$ cat config.mk
export PLATFORM = sky130hd
export DESIGN_NAME = multu_seq
export DESIGN_NICKNAME = d
export VERILOG_FILES = /design/src/rtl/multu_seq_pkg.sv /design/src/rtl/multu_seq.sv
export SDC_FILE = /design/constraint.sdc
export NUM_CORES = 1
export LEC_CHECK = 0
export CAP_MARGIN = 20
export CORE_UTILIZATION = 53
export CTS_BUF_LIST = sky130_fd_sc_hd__clkbuf_2 sky130_fd_sc_hd__clkbuf_4 sky130_fd_sc_hd__clkbuf_8
export CTS_CLUSTER_DIAMETER = 30
export DETAILED_ROUTE_END_ITERATION = 8
export MAX_ROUTING_LAYER = met4
export PLACE_DENSITY = 0.9
export RECOVER_POWER = 50
export SLEW_MARGIN = 40
export SYNTH_ARGS = -nofsm -noshare
export SYNTH_HDL_FRONTEND = slang
export SYNTH_SLANG_ARGS = --single-unit
$ cat constraint.sdc
create_clock -name clk -period 3.4 [get_ports clk]
set_input_delay 0.51 -clock clk [delete_from_list [all_inputs] [get_ports clk]]
set_output_delay 0.51 -clock clk [all_outputs]
set_load 0.02 [all_outputs]
$ cat src/rtl/multu_seq_pkg.sv
// Shared ALU constants: function codes, datapath width and the multiplier FSM states.
package multu_seq_pkg;

    localparam int WIDTH = 32;

    localparam logic [5:0] FN_MULTU = 6'b011001;
    localparam logic [5:0] FN_SRL   = 6'b000010;
    localparam logic [5:0] FN_ADD   = 6'b100000;
    localparam logic [5:0] FN_SUB   = 6'b100010;
    localparam logic [5:0] FN_AND   = 6'b100100;
    localparam logic [5:0] FN_OR    = 6'b100101;
    localparam logic [5:0] FN_SLT   = 6'b101010;

    typedef enum logic [1:0] {
        IDLE = 2'd0,
        RUN  = 2'd1,
        DONE = 2'd2
    } state_t;

endpackage

$ cat src/rtl/multu_seq.sv
// Sequential unsigned shift-add multiplier: one partial-product step per clock,
// WIDTH steps per operation, 2*WIDTH-bit result held in dataOut for HI/LO.
module multu_seq #(
    parameter int         WIDTH = multu_seq_pkg::WIDTH,
    parameter logic [5:0] MULTU = multu_seq_pkg::FN_MULTU
) (
    input  logic               clk,
    input  logic               reset,
    input  logic [WIDTH-1:0]   dataA,
    input  logic [WIDTH-1:0]   dataB,
    input  logic [5:0]         Signal,
    input  logic               start,
    output logic               busy,
    output logic               done,
    output logic [2*WIDTH-1:0] dataOut
);
    import multu_seq_pkg::*;

    localparam int CW = $clog2(WIDTH);

    state_t              state, state_nxt;
    logic [WIDTH-1:0]    mcand;
    logic [2*WIDTH-1:0]  prod;
    logic [CW-1:0]       cnt;
    logic [WIDTH:0]      sum;
    logic [2*WIDTH-1:0]  prod_step;
    logic                accept;
    logic                last;

    assign accept = start && (Signal == MULTU);
    assign last   = (cnt == CW'(WIDTH - 1));

    always_ff @(posedge clk or negedge reset) begin
        if (!reset) state <= IDLE;
        else        state <= state_nxt;
    end

    always_comb begin
        state_nxt = state;
        case (state)
            IDLE:    if (accept) state_nxt = RUN;
            RUN:     if (last)   state_nxt = DONE;
            DONE:    state_nxt = IDLE;
            default: state_nxt = IDLE;
        endcase
    end

    // Outputs decode the state register only, so there is no input-to-output path.
    always_comb begin
        busy = (state == RUN);
        done = (state == DONE);
    end

    // Upper half accumulates; the 33-bit sum keeps the carry, which shifts into bit 63.
    assign sum       = {1'b0, prod[2*WIDTH-1:WIDTH]} + (prod[0] ? {1'b0, mcand} : '0);
    assign prod_step = {sum, prod[WIDTH-1:1]};

    always_ff @(posedge clk or negedge reset) begin
        if (!reset) begin
            mcand   <= '0;
            prod    <= '0;
            cnt     <= '0;
            dataOut <= '0;
        end else begin
            case (state)
                IDLE: begin
                    if (accept) begin
                        mcand <= dataA;
                        prod  <= {{WIDTH{1'b0}}, dataB};
                        cnt   <= '0;
                    end
                end
                RUN: begin
                    prod <= prod_step;
                    cnt  <= cnt + CW'(1);
                    if (last) dataOut <= prod_step;
                end
                default: ;
            endcase
        end
    end

endmodule
; ---- Yosys cells after proc, flatten, opt, wreduce, memory -nomap -nowiden
; Index checks and enable logic that the tools add are counted.
[word_totals]
out_inout_bits = 66
word_cells = 28
inputBits = 73
reg_bits = 167
[classes]
eq_ne = 6
mux = 8
n_reduce_logical = 7
add_sub_neg = 2
[ops]
columns = operator, count
row1 = case mux 64 bit (2 select lines), 1
row2 = 2-to-1 mux 64 bit, 1
row3 = adder 32 x 32 -> 33 bit, 1
row4 = 2-to-1 mux 32 bit, 1
row5 = case mux 5 bit (2 select lines), 1
row6 = AND reduction 2 bit, 4
row7 = equality test 6 x 5 -> 1 bit (second input constant), 1
row8 = adder 5 x 1 -> 5 bit (second input constant), 1
row9 = equality test 5 bit (second input constant), 1
row10 = 2-to-1 mux 5 bit, 1
row11 = 2-to-1 mux 2 bit, 2
row12 = case mux 2 bit (2 select lines), 1
row13 = equality test 2 x 1 -> 1 bit (second input constant), 1
row14 = equality test 2 bit (second input constant), 1
row15 = logical NOT 2 bit, 1
row16 = inequality test 2 x 1 -> 1 bit (second input constant), 1
row17 = inequality test 2 bit (second input constant), 1
row18 = nonzero test 2 bit, 1
row19 = logical AND 1 bit, 1

; ---- Longest topological paths before layout
[depth]
word_depth = 4
depth_mapped = 12
ltp_nobuf = 11

; ---- Worst setup path after synthesis
; No wires, ideal clock.
[synth_timing]
kind = register to register
start = register prod[0]
end = register dataOut[63]
t_arrival_ps = 2765
path_stages_with_launch = 12
n_path_buf = 2
t_required_ps = 3324
slack_ps = 559
synth_period_minus_slack_ps = 2841
setup_ps = 76
path_cell_list = dfrtp_1 > clkbuf_1 > nand2_1 > fa_1 > and2b_1 > o2111ai_2 > a211o_1 > and3_4 > buf_6 > a211o_1 > o311a_1 > o21ai_1
[synth_via]
elab_chain_cells = 2
[synth_lines]
columns = item, line
row1 = start: declaration, multu_seq.sv:23  ; logic [2*WIDTH-1:0] prod;
row2 = start signal: assignment, multu_seq.sv:69  ; prod <= {{WIDTH{1'b0}}, dataB};
row3 = start signal: assignment, multu_seq.sv:74  ; prod <= prod_step;
row4 = 2-to-1 mux 32 bit, multu_seq.sv:55  ; assign sum = {1'b0, prod[2*WIDTH-1:WIDTH]} + (prod[0] ? {1'b0, mcand} : '0);
row5 = adder 32 x 32 -> 33 bit, multu_seq.sv:55
row6 = end signal: assignment, multu_seq.sv:76  ; if (last) dataOut <= prod_step;
row7 = end: declaration, multu_seq.sv:15  ; output logic [2*WIDTH-1:0] dataOut
; Every way passes these cells.
; A chain may end at the register's enable or synchronous reset.

; ---- Worst setup path after layout
[layout_timing]
start = input Signal[5]
end = register mcand[11]
[layout_via]
elab_chain_cells = 3
[layout_lines]
columns = item, line
row1 = start: declaration, multu_seq.sv:11  ; input logic [5:0] Signal,
row2 = equality test 6 x 5 -> 1 bit, multu_seq.sv:30  ; assign accept = start && (Signal == MULTU);
row3 = logical AND 1 bit, multu_seq.sv:30
row4 = AND reduction 2 bit (no line), -
row5 = end signal: assignment, multu_seq.sv:68  ; mcand <= dataA;
row6 = end: declaration, multu_seq.sv:22  ; logic [WIDTH-1:0] mcand;
; Every way passes these cells.

==> reports/results.ini <==
[synth]
seq_area_frac_synth_pct=48.0
synth.area.top_cells=dfrtp_1 (48%), nand2_1 (8.5%), mux2_2 (5.2%)
synth_top_area_share_pct=48.0
synth-seq-cells=167
yosys_most_used_dff=dfrtp_1
post-synth-top-count-cell=nand2_1
syn-num-nets=998
synth-edff-count=0
syn-cell-area_um2=8700
ys_warn_count=0
async_flop_share_pct=100
synthTopCellsByCount=nand2_1 (196), dfrtp_1 (167), o21ai_0 (80)
syn_avg_cell_area_um2=9.78
yosysTopAreaCell=dfrtp_1
syn-instance-count=890
synth_cell_types=65

[detailed_routing]
viasPerCell=5.70
vias=7045
drc=0
dr.pass1.iters=5
routed_wl_mm=21.1
wl_per_cell_um=17.1
drtAntennaViolNets=0
drtIter0Drc=530

[clock_tree]
cts-resized-gates=0
tritoncts=yes
cts_hold_buffers=1
cts_setup_buffers=0
cts.sinks=167
path_clk_slew_ns=0.10
cts_made_buffers=17
clk_latency_ns=0.49
ctsHtreeMaxLevel=4
cts.path.max_buffers=2
cts-root-buf=clkbuf_8

[worst_hold_path]
holdPathEnd=dataOut[30]$_DFFE_PN0P_
hold_start=dataOut[30]$_DFFE_PN0P_
min_path_type=register to register
hold_depth=2

[global_routing]
grt-ovfl-total=0
antenna_found_initial=1
grt_pass1_wl_mm=34.4
grt_pass1_vias=6978
grt_max_degree=76
track_usage_pct=27.4

[placed_design]
post-place-cells=1201
gp_congestion=0.927
post-dp-hpwl_mm=14.5
port_buffers=138

[worst_setup_path]
r2r-start=prod[0]$_DFFE_PN0P_
required_ns=3.76
cp_slowest_cell=or3_1
rrSetupSlack_ns=0.21
critical-path-top-delay-family=simple AND/OR/NAND/NOR gates
cpPeakStageDelay_ns=1.05
reg2reg_to=prod[61]$_DFFE_PN0P_
worst_ep_arrival_time_ns=3.58
critPathKind=input port to register
cp.buffers_inverters=2
cp_max_fo=37
endpoint_kind=register
setup.worst_path.start_class=input port
ff2ff_path_depth=10
worstPathCellList=dlygate4sd3_1, nand4b_1, or4b_1, or3_1, buf_12, mux2_2

[timing]
finalCriticalPeriod_ns=3.21
slew_headroom_pct=-22.7
max_freq_mhz=311
skew_ns=0.0223
maxSlewViolCount=36
setup_viol=0
period_share_pct=94.5
worst_pin_slew_ns=1.84
fin_setup_tns_ns=0
finalHoldViolations=0
rsz0062_at_grt=no

[power_and_ir_drop]
power_leakage_nw=5.07
p_total_mw=6.08
p_per_area_nw_per_um2=572
ir_drop_mv=0.338

[floorplanning]
die_width_um=130
die_y_um=130
pin_count=139
rows=46
start_util_pct=54.6
core_um2=15900
fp.dieArea_um2=16900

[cells_and_area]
drive_above_1_share_pct=9.33
nNetsFinal=1113
utilization_pct=66.6
area_delta_synth_final_pct=22.0
finalNonFillerCells=1235

[status]
violations=max-capacitance violations, max-slew violations
outcome=finished with violations

[flow_run]
cap_violations=1

sequential cells by signal (all words and copies together) (netlist names):
register / cells
dataOut: 64
prod: 64
mcand: 32
cnt: 5
state: 2
cell usage in the layout (no fill, tap or decap), drive strengths merged, types with 4 or more instances in the layout:
cell           instances
nand2b                 5
o21a                   7
a211o                  4
a21oi                 37
o31ai                  4
xor2                   8
clkinv                 7
dfrtp                167
nor3                   9
o211ai                 4
mux2i                 35
a22o                  17
nor2                  22
clkbuf                20
dlygate4sd3           27
and2                  31
inv                   19
nand3                 18
a21boi                 4
buf                    9
nor2b                  4
o21ai                 83
ha                    34
mux2                  40
clkdlybuf4s50        111
nand2                196
nand4                 12
a21o                  19
xnor2                 17
layout make-up:
class / instances / area (µm²)
Fill cell: 1245 / 5320
Multi-Input combinational cell: 657 / 4210
Sequential cell: 167 / 4180
Timing Repair Buffer: 150 / 1470
Tap cell: 216 / 270
Clock buffer: 17 / 234
Clock inverter: 15 / 203
Inverter: 12 / 45.0
Antenna cell: 1 / 2.50
stage by stage:
step / setup slack [ns] / hold WS (ns) / instance area (µm²)
CTS: 0.270 / 0.487 / 10600
detailed placement: 0.313 / 0.462 / 10200
global route: 0.0269 / 0.502 / 10600
finish: 0.188 / 0.483 / 10600
global placement: 0.442 / 0.459 / 10200
floorplan: 0.559 / 0.214 / 8700
per-layer routing:
metal / up-vias / track usage [%] / part of all wire (%)
met1: 3409 / 33.6 / 43
met3: 57 / 6.85 / 6.4
met5: - / - / 0
met4: 0 / 12.1 / 3.0
li1: 3351 / - / -
met2: 228 / 42.8 / 48
worst max-delay path by stage:
stage	slack (ns)	to	startpoint	cells after the start
after global routing	0.03	prod[6]$_DFFE_PN0P_	Signal[5]	7
after CTS	0.27	prod[61]$_DFFE_PN0P_	prod[0]$_DFFE_PN0P_	10
after floorplan	0.56	dataOut[63]$_DFFE_PN0P_	prod[0]$_DFFE_PN0P_	11
final	0.19	mcand[11]$_DFFE_PN0P_	Signal[5]	6
after detailed placement	0.31	dataOut[60]$_DFFE_PN0P_	prod[0]$_DFFE_PN0P_	10
after global placement	0.44	prod[61]$_DFFE_PN0P_	prod[0]$_DFFE_PN0P_	10
worst reg2reg max path, cell delays in order (launching register included):
cell and delay, ns:
dfrtp_1 0.35, buf_4 0.31, nand2_1 0.16, fa_1 0.45, and2b_1 0.24, o2111ai_2 0.13
a21o_2 0.27, a21oi_1 0.24, a31oi_1 0.33, or4_1 0.55, nand3_1 0.09
cell families (layout without fill, tap and decap cells):
group | after synthesis | after routing | share of synthesized area, %
AND/OR/NAND/NOR | 312 | 312 | 16.0
AO/OA/AOI/OAI | 210 | 210 | 15.6
other | 0 | 1 | 0
flip-flops | 167 | 167 | 48.0
adder cells (fa/ha/maj) | 35 | 35 | 5.12
buffers and inverters | 66 | 194 | 3.59
multiplexers | 75 | 75 | 9.20
XOR/XNOR | 25 | 25 | 2.52
power breakdown:
group          internal, mW  total (mW)  switching [mW]
Clock                 0.638        1.52           0.880
Sequential             2.43        2.75           0.320
Combinational         0.763        1.81            1.05
Total                  3.83        6.08            2.25
Note: power is estimated with default switching activity, not from simulation.
